===== src/rtl/serial_adder_pkg.sv =====
// Shared types and helpers for the serial adder.
// Holds the FSM state encoding and the digit-counter width helper.
package serial_adder_pkg;

  typedef enum logic [1:0] {
    IDLE = 2'd0,
    RUN  = 2'd1,
    DONE = 2'd2
  } sa_state_t;

  // Counter width able to hold the value n (0..n) without wrapping.
  // Guarded so a degenerate n of 0 or 1 still yields a 1-bit counter.
  function automatic int sa_cnt_width(input int n);
    if (n <= 1) begin
      return 1;
    end
    return $clog2(n) + 1;
  endfunction

endpackage


===== src/rtl/serial_adder_full_adder.sv =====
// Bit-level adder cells used by serial_adder.
// full_adder is built from two half_adder cells plus an OR for the carry;
// serial_adder chains DIGIT_W of them into a ripple digit adder.

module half_adder (
  input  logic a,
  input  logic b,
  output logic s,
  output logic c
);

  assign s = a ^ b;
  assign c = a & b;

endmodule

module full_adder (
  input  logic a,
  input  logic b,
  input  logic cin,
  output logic s,
  output logic cout
);

  logic s1;
  logic c1;
  logic c2;

  // First stage: a + b.
  half_adder u_ha0 (
    .a (a),
    .b (b),
    .s (s1),
    .c (c1)
  );

  // Second stage: partial sum + carry-in.
  half_adder u_ha1 (
    .a (s1),
    .b (cin),
    .s (s),
    .c (c2)
  );

  // At most one of the two stage carries can be set.
  assign cout = c1 | c2;

endmodule


===== src/rtl/serial_adder.sv =====
// Multi-cycle adder: WIDTH-bit operands processed DIGIT_W bits per clock,
// least significant digit first, with a start/busy/done handshake.
//
// Optional feature macro: SUBTRACT_EN
//   defined   -> adds input 'sub'; sub=1 computes A - B as A + ~B + 1
//                (C_in ignored, C_out=1 means no borrow).
//   undefined -> add only, no 'sub' port, no B-inversion logic.
//
// Handshake: start is sampled only in IDLE or DONE; when sampled high the
// operands (and C_in / sub) are latched on that edge and busy rises. busy
// stays high for exactly N = WIDTH/DIGIT_W cycles, then done pulses for one
// cycle with S/C_out valid. S/C_out hold until the next operation completes.
module serial_adder
  import serial_adder_pkg::*;
#(
  parameter int WIDTH   = 8,
  parameter int DIGIT_W = 1
) (
  input  logic             clk,
  input  logic             rst_n,
  input  logic             start,
  input  logic [WIDTH-1:0] A,
  input  logic [WIDTH-1:0] B,
  input  logic             C_in,
`ifdef SUBTRACT_EN
  input  logic             sub,
`endif
  output logic             busy,
  output logic             done,
  output logic [WIDTH-1:0] S,
  output logic             C_out
);

  localparam int N     = WIDTH / DIGIT_W;
  localparam int CNT_W = sa_cnt_width(N);
  localparam logic [CNT_W-1:0] LAST_DIGIT = CNT_W'(N - 1);

  // Reject configurations where the operand does not split into whole digits.
  generate
    if ((WIDTH < 1) || (DIGIT_W < 1) || ((WIDTH % DIGIT_W) != 0)) begin : g_bad_cfg
      $error("serial_adder: WIDTH must be >= 1 and a multiple of DIGIT_W");
    end
  endgenerate

  // Registered state.
  sa_state_t        state_q, state_d;
  logic [WIDTH-1:0] a_q, a_d;
  logic [WIDTH-1:0] b_q, b_d;
  logic [WIDTH-1:0] acc_q, acc_d;
  logic             carry_q, carry_d;
  logic [CNT_W-1:0] cnt_q, cnt_d;
  logic [WIDTH-1:0] s_q, s_d;
  logic             c_out_q, c_out_d;
  logic             busy_q, busy_d;
  logic             done_q, done_d;

  // Values captured when a new operation is accepted.
  logic [WIDTH-1:0] b_load;
  logic             carry_load;

`ifdef SUBTRACT_EN
  // Subtraction folds into addition: invert B once at load time and force
  // the initial carry to 1, so the RUN datapath is identical for both modes.
  assign b_load     = sub ? ~B : B;
  assign carry_load = sub ? 1'b1 : C_in;
`else
  assign b_load     = B;
  assign carry_load = C_in;
`endif

  // Ripple digit adder over the low DIGIT_W bits of the operand shift regs.
  logic [DIGIT_W:0]   chain;
  logic [DIGIT_W-1:0] sum_digit;

  assign chain[0] = carry_q;

  generate
    for (genvar gi = 0; gi < DIGIT_W; gi++) begin : g_digit
      full_adder u_fa (
        .a    (a_q[gi]),
        .b    (b_q[gi]),
        .cin  (chain[gi]),
        .s    (sum_digit[gi]),
        .cout (chain[gi+1])
      );
    end
  endgenerate

  // Accumulator after inserting the new sum digit at the MSB end. After N
  // digits the first digit has travelled down to bit 0.
  logic [WIDTH-1:0] acc_shift;
  assign acc_shift = (acc_q >> DIGIT_W) | (WIDTH'(sum_digit) << (WIDTH - DIGIT_W));

  // Next-state and datapath update for the IDLE/RUN/DONE sequencer.
  always_comb begin
    state_d = state_q;
    a_d     = a_q;
    b_d     = b_q;
    acc_d   = acc_q;
    carry_d = carry_q;
    cnt_d   = cnt_q;
    s_d     = s_q;
    c_out_d = c_out_q;

    case (state_q)
      IDLE, DONE: begin
        if (start) begin
          state_d = RUN;
          a_d     = A;
          b_d     = b_load;
          acc_d   = '0;
          carry_d = carry_load;
          cnt_d   = '0;
        end else begin
          state_d = IDLE;
        end
      end

      RUN: begin
        a_d     = a_q >> DIGIT_W;
        b_d     = b_q >> DIGIT_W;
        acc_d   = acc_shift;
        carry_d = chain[DIGIT_W];
        cnt_d   = cnt_q + CNT_W'(1);
        // Results are published only once the final digit is in, so S/C_out
        // never show a partially built sum.
        if (cnt_q == LAST_DIGIT) begin
          state_d = DONE;
          s_d     = acc_shift;
          c_out_d = chain[DIGIT_W];
        end
      end

      default: begin
        state_d = IDLE;
      end
    endcase

    busy_d = (state_d == RUN);
    done_d = (state_d == DONE);
  end

  // State registers; synchronous active-low reset wins over everything,
  // so an aborted operation never reaches DONE.
  always_ff @(posedge clk) begin
    if (!rst_n) begin
      state_q <= IDLE;
      a_q     <= '0;
      b_q     <= '0;
      acc_q   <= '0;
      carry_q <= 1'b0;
      cnt_q   <= '0;
      s_q     <= '0;
      c_out_q <= 1'b0;
      busy_q  <= 1'b0;
      done_q  <= 1'b0;
    end else begin
      state_q <= state_d;
      a_q     <= a_d;
      b_q     <= b_d;
      acc_q   <= acc_d;
      carry_q <= carry_d;
      cnt_q   <= cnt_d;
      s_q     <= s_d;
      c_out_q <= c_out_d;
      busy_q  <= busy_d;
      done_q  <= done_d;
    end
  end

  assign busy  = busy_q;
  assign done  = done_q;
  assign S     = s_q;
  assign C_out = c_out_q;

endmodule


===== config.mk =====
export PLATFORM = sky130hd
export DESIGN_NAME = serial_adder
export DESIGN_NICKNAME = d
export VERILOG_FILES = /design/src/rtl/serial_adder_pkg.sv /design/src/rtl/serial_adder_full_adder.sv /design/src/rtl/serial_adder.sv
export SDC_FILE = /design/constraint.sdc
export NUM_CORES = 1
export LEC_CHECK = 0
export CELL_PAD_IN_SITES_DETAIL_PLACEMENT = 1
export CELL_PAD_IN_SITES_GLOBAL_PLACEMENT = 1
export CORE_UTILIZATION = 41
export DETAILED_ROUTE_END_ITERATION = 8
export MAX_ROUTING_LAYER = met4
export PLACE_DENSITY_LB_ADDON = 0.2
export SYNTH_ARGS = -nofsm -noshare
export SYNTH_HDL_FRONTEND = slang
export SYNTH_SLANG_ARGS = --single-unit
export TNS_END_PERCENT = 5

===== constraint.sdc =====
create_clock -name clk -period 2.3 [get_ports clk]
set_input_delay 0.46 -clock clk [delete_from_list [all_inputs] [get_ports clk]]
set_output_delay 0.46 -clock clk [all_outputs]
set_load 0.1 [all_outputs]

# After elaboration in Yosys (flattened, before gate mapping)
# Index checks and enable logic that the tools add are counted.
[totals] wordCells=41 ff_bits=42 output_inout_bits=11 input_bits=20
[op_classes] n_eq_ne=6 n_mux=13 n_reduce_logical=5 bitwise_logic=6 add_sub_neg=1
[op_table] op="$pmux 8 s2" n=3
[op_table] op="$mux 8" n=3
[op_table] op="$or 7x8->8" n=1
[op_table] op="$pmux 4 s2" n=1
[op_table] op="$add 4x1->4 const B" n=1
[op_table] op="$eq 2x1->1 const B" n=2
[op_table] op="$eq 2x2->1 const B" n=2
[op_table] op="$eq 4x3->1 const B" n=1
[op_table] op="$mux 4" n=1
[op_table] op="$pmux 2 s2" n=1
[op_table] op="$reduce_and 2->1" n=2
[op_table] op="$and 1x1->1" n=2
[op_table] op="$logic_not 2->1" n=1
[op_table] op="$mux 1" n=2
[op_table] op="$mux 2" n=1
[op_table] op="$ne 2x2->1 const B" n=1
[op_table] op="$pmux 1 s2" n=1
[op_table] op="$reduce_bool 2->1" n=1
[op_table] op="$reduce_or 2->1" n=1
[op_table] op="$xor 1x1->1" n=2
[op_table] op="$or 1x1->1" n=1

# Depth between registers and ports, before layout
[logic_depth] word_depth=4 depth_mapped=5 mapped_depth_nobuf=4

# Hierarchy
# Synthesis repeated with hierarchy kept, for this count alone.
[unflattened] cells_unflattened=186 hier_area_um2=1676.6
[by_module_without_submodules] module="serial_adder" seq_area_each_um2=820.8 area_each_um2=1645.3 cells_per_inst=183 instances=1
[by_module_without_submodules] module="half_adder" seq_area_each_um2=0.0 area_each_um2=12.5 cells_per_inst=1 instances=2
[by_module_without_submodules] module="full_adder" seq_area_each_um2=0.0 area_each_um2=6.3 cells_per_inst=1 instances=1

# Worst setup path after synthesis
# Ideal clock, no wire load.
[synth_timing] path_type="flip-flop to output port" startpoint="register s_q[7] (netlist: S[7])" endpoint="output S[7]" t_arrival_ns=0.939 required_time_ns=1.840 n_path_buf=0 slack_ns=0.901 stages_incl_launch_ff=1 path_cell_list="dfxtp_1"
[synth_rtl] item="from (decl)" line="serial_adder.sv:52" source="logic [WIDTH-1:0] s_q, s_d;"
[synth_rtl] item="from (signal assigned)" line="serial_adder.sv:153" source="s_q <= '0;"
[synth_rtl] item="from (signal assigned)" line="serial_adder.sv:164" source="s_q <= s_d;"
[synth_rtl] item="to (decl)" line="serial_adder.sv:30" source="output logic [WIDTH-1:0] S,"
# No word-level cell between the ends.

# Final worst setup path
[layout_timing] startpoint="register cnt_q[0]" endpoint="register s_q[6] (netlist: S[6])"
[layout_via] elab_chain_cells=2
[layout_rtl] item="from (decl)" line="serial_adder.sv:51" source="logic [CNT_W-1:0] cnt_q, cnt_d;"
[layout_rtl] item="from (signal assigned)" line="serial_adder.sv:163" source="cnt_q <= cnt_d;"
[layout_rtl] item="$eq 4x3->1" line="serial_adder.sv:127" source="if (cnt_q == LAST_DIGIT) begin"
[layout_rtl] item="$reduce_and 2->1 (no source line)"
# No other way between the ends.
# A chain may end at the register's enable or synchronous reset.

==> flow_summary_export.csv <==
group,metric,value,unit
finish,fill_cells,481,
clock_network,htree_num_levels,2,
finish,diodes,0,
timing,setup_tns,0,ns
finish,layout_commonest_cell,"dfxtp_1",
timing,maxSlewViolCount,0,
route,finalWirelength,3980,microns
route,via_per_inst,5.51,
critical_path,arrival,1.69,ns
hold_path,hold_start,"a_q[0]",
route,ant_nets,0,
global_routing,antenna_found_initial,0,
critical_path,crit_type,"flip-flop to flip-flop",
power,power_density,686,nW/um^2
place,place_congestion,0.703,
global_routing,grt_max_degree,41,
outcome,status,"complete, no violations",
clock_network,postCtsSetupRepairBufs,0,
timing,max_freq,655,MHz
logic_synthesis,syn-instance-count,188,
timing,tightest_slew,0.477,ns
route,drtIter0Drc,96,
clock_network,cts_tree,"yes",
critical_path,cp_max_fo,11,
place,place_ws,0.560,ns
power,ir_worst_vdd,0.000270,V
route,wl_per_cell,15.1,microns
timing,period_minus_slack,1.53,ns
logic_synthesis,yosys_warnings,0,
critical_path,r2r.worst_path.cells,4,
timing,rsz0062_at_grt,"false",
critical_path,crit_slowest_cell,"dfxtp_1",
route,dr_total_vias,1454,
timing,finalHoldViolations,0,
finish,final_cell_area,2020,sq um
global_routing,grt_util_all_layers,0.210,
timing,period_share,0.663,
floorplan,die_w,66.4,microns
power,p_leak,0.719,nW
finish,layout_common_cells,"dfxtp_1 (41), a21oi_1 (36), nand3_1 (34)",
clock_network,clk_pin_slew,0.08,ns
place,io_buffers,30,
route,dr.pass1.iters,4,
floorplan,core_area,4000,sq um
critical_path,r2r_setup_slack,0.77,ns
clock_network,insertion_delay,0.29,ns
global_routing,grt_pass1_wl,6700,microns
timing,slew-limit-headroom,0.681,
route,drc_errors,0,
timing,setup_violations,0,
floorplan,dieArea,4410,sq um
finish,drive_gt1_frac,0.121,
logic_synthesis,yosysUniqueCellTypes,27,
critical_path,required,2.47,ns
floorplan,floorplan.initialDensity,0.425,
critical_path,end_kind,"flip-flop",
logic_synthesis,syn_area_per_cell,9.05,sq um
clock_network,ctsResizeCount,0,
floorplan,rows,23,
logic_synthesis,postSynthRegisterBits,41,
critical_path,crit_chain,"ha_1 > nand3b_1 > o21ai_0 > a21oi_1",
place,placed_cell_area,1940,sq um
clock_network,cts_buffers,5,
critical_path,cpPeakStageDelay,0.38,ns
timing,finClkSkew,0.00356,ns
critical_path,timing.rr.start,"cnt_q[0]",
job,drv_cap,0,
hold_path,holdPathEnd,"a_q[0]",
finish,areaGrowthSynthToFinish,18.7,%
timing,setup_slack,0.774,ns
clock_network,clock_path_buffers,2,
place,hpwl,2680,microns
hold_path,hold_class,"flip-flop to flip-flop",
floorplan,die_h,66.4,microns
global_routing,grt_pass1_vias,1498,
logic_synthesis,yosysSeqAreaShare,0.482,
clock_network,postCtsHoldBufs,0,
finish,fin_nets,235,
floorplan,ios,31,
logic_synthesis,syn_area,1700,sq um
logic_synthesis,syn_nets,210,
global_routing,grt-ovfl-total,0,
clock_network,cts.sinks,41,
clock_network,cts-root-buf,"clkbuf_8",
hold_path,min_path_cells,2,
critical_path,reg2reg_to,"S[6]",
critical_path,cp-start-kind,"flip-flop",
-- cell type report --
cell class / count / area (sq um) / share of cell area
Sequential cell: 41 / 821 / 0.406
Multi-Input combinational cell: 124 / 716 / 0.354
Timing Repair Buffer: 37 / 325 / 0.161
Clock buffer: 8 / 80.1 / 0.0397
Tap cell: 50 / 62.6 / 0.0310
Inverter: 4 / 15.0 / 0.00743
-- power by group --
part,switching (mW),internal [mW]
combinational,0.104,0.0752
clock,0.240,0.216
sequential,0.0148,0.736
-- critical path, delay by kind of cell (launching register included) --
kind | cells | cell delay, ns
fa+ha+maj | 1 | 0.24
flops | 1 | 0.38
compound gates | 2 | 0.41
simple gates | 1 | 0.37
-- through the flow --
step | hold slack (ns) | power [mW] | std cells | utilization
floorplan | 0.444 | 0.899 | 188 | -
global placement | 0.454 | 0.939 | 256 | 0.485
detailed placement | 0.463 | 0.949 | 256 | 0.485
CTS | 0.474 | 1.40 | 264 | 0.505
global route | 0.491 | 1.45 | 264 | 0.505
finish | 0.471 | 1.39 | 264 | 0.505
-- per-layer routing --
layer,GRT usage,vias to the layer above,part of all wire
met4,0.0718,0,0.016
met3,0.0569,6,0.033
li1,-,718,-
met1,0.212,705,0.43
met2,0.386,25,0.52
met5,-,-,0
-- registers in the layout (all words and copies together) (netlist names) --
name,count
S,8
a_q,8
b_q,8
acc_q,7
cnt_q,4
state_q,2
C_out,1
busy,1
carry_q,1
done,1
-- synth_stat cells --
library cell | instances | share of area
nand2_1 | 9 | 0.020
mux2i_1 | 1 | 0.0059
ha_1 | 1 | 0.0074
and2b_1 | 1 | 0.0044
nand4_1 | 1 | 0.0037
a21oi_1 | 36 | 0.11
a2bb2oi_1 | 1 | 0.0051
nor2_1 | 3 | 0.0066
nor2b_1 | 1 | 0.0037
nand2b_1 | 5 | 0.018
a22oi_1 | 14 | 0.062
buf_8 | 1 | 0.0088
a21oi_2 | 1 | 0.0051
mux2_4 | 1 | 0.0088
buf_4 | 8 | 0.035
nor3_1 | 2 | 0.0059
fa_1 | 1 | 0.012
buf_6 | 5 | 0.033
a211oi_1 | 2 | 0.0088
and3b_1 | 1 | 0.0051
o21ai_0 | 7 | 0.021
a211oi_2 | 1 | 0.0074
dfxtp_1 | 41 | 0.48
nand3_1 | 34 | 0.10
clkbuf_1 | 5 | 0.011
nand3b_1 | 1 | 0.0044
inv_1 | 4 | 0.0088
-- worst max path at each step --
stage | start | end | slack [ns] | cells after the start
floorplan | S[7] | S[7] | 0.90 | 0
detailed placement | start | cnt_q[2] | 0.56 | 5
global route | cnt_q[0] | S[6] | 0.61 | 4
CTS | cnt_q[0] | S[4] | 0.71 | 4
finish | cnt_q[0] | S[6] | 0.77 | 4
global placement | start | cnt_q[2] | 0.59 | 5
-- kinds of logic (layout without fill, tap and decap cells) --
logic type / after synthesis / count (layout) / synth area share
AOI/OAI and AO/OA: 62 / 62 / 0.215
adders and majority gates: 2 / 2 / 0.0191
buffers and inverters: 23 / 49 / 0.0971
DFF: 41 / 41 / 0.482
muxes: 2 / 2 / 0.0147
and+or+nand+nor: 58 / 58 / 0.172
Power figures use the tool's default switching activity.
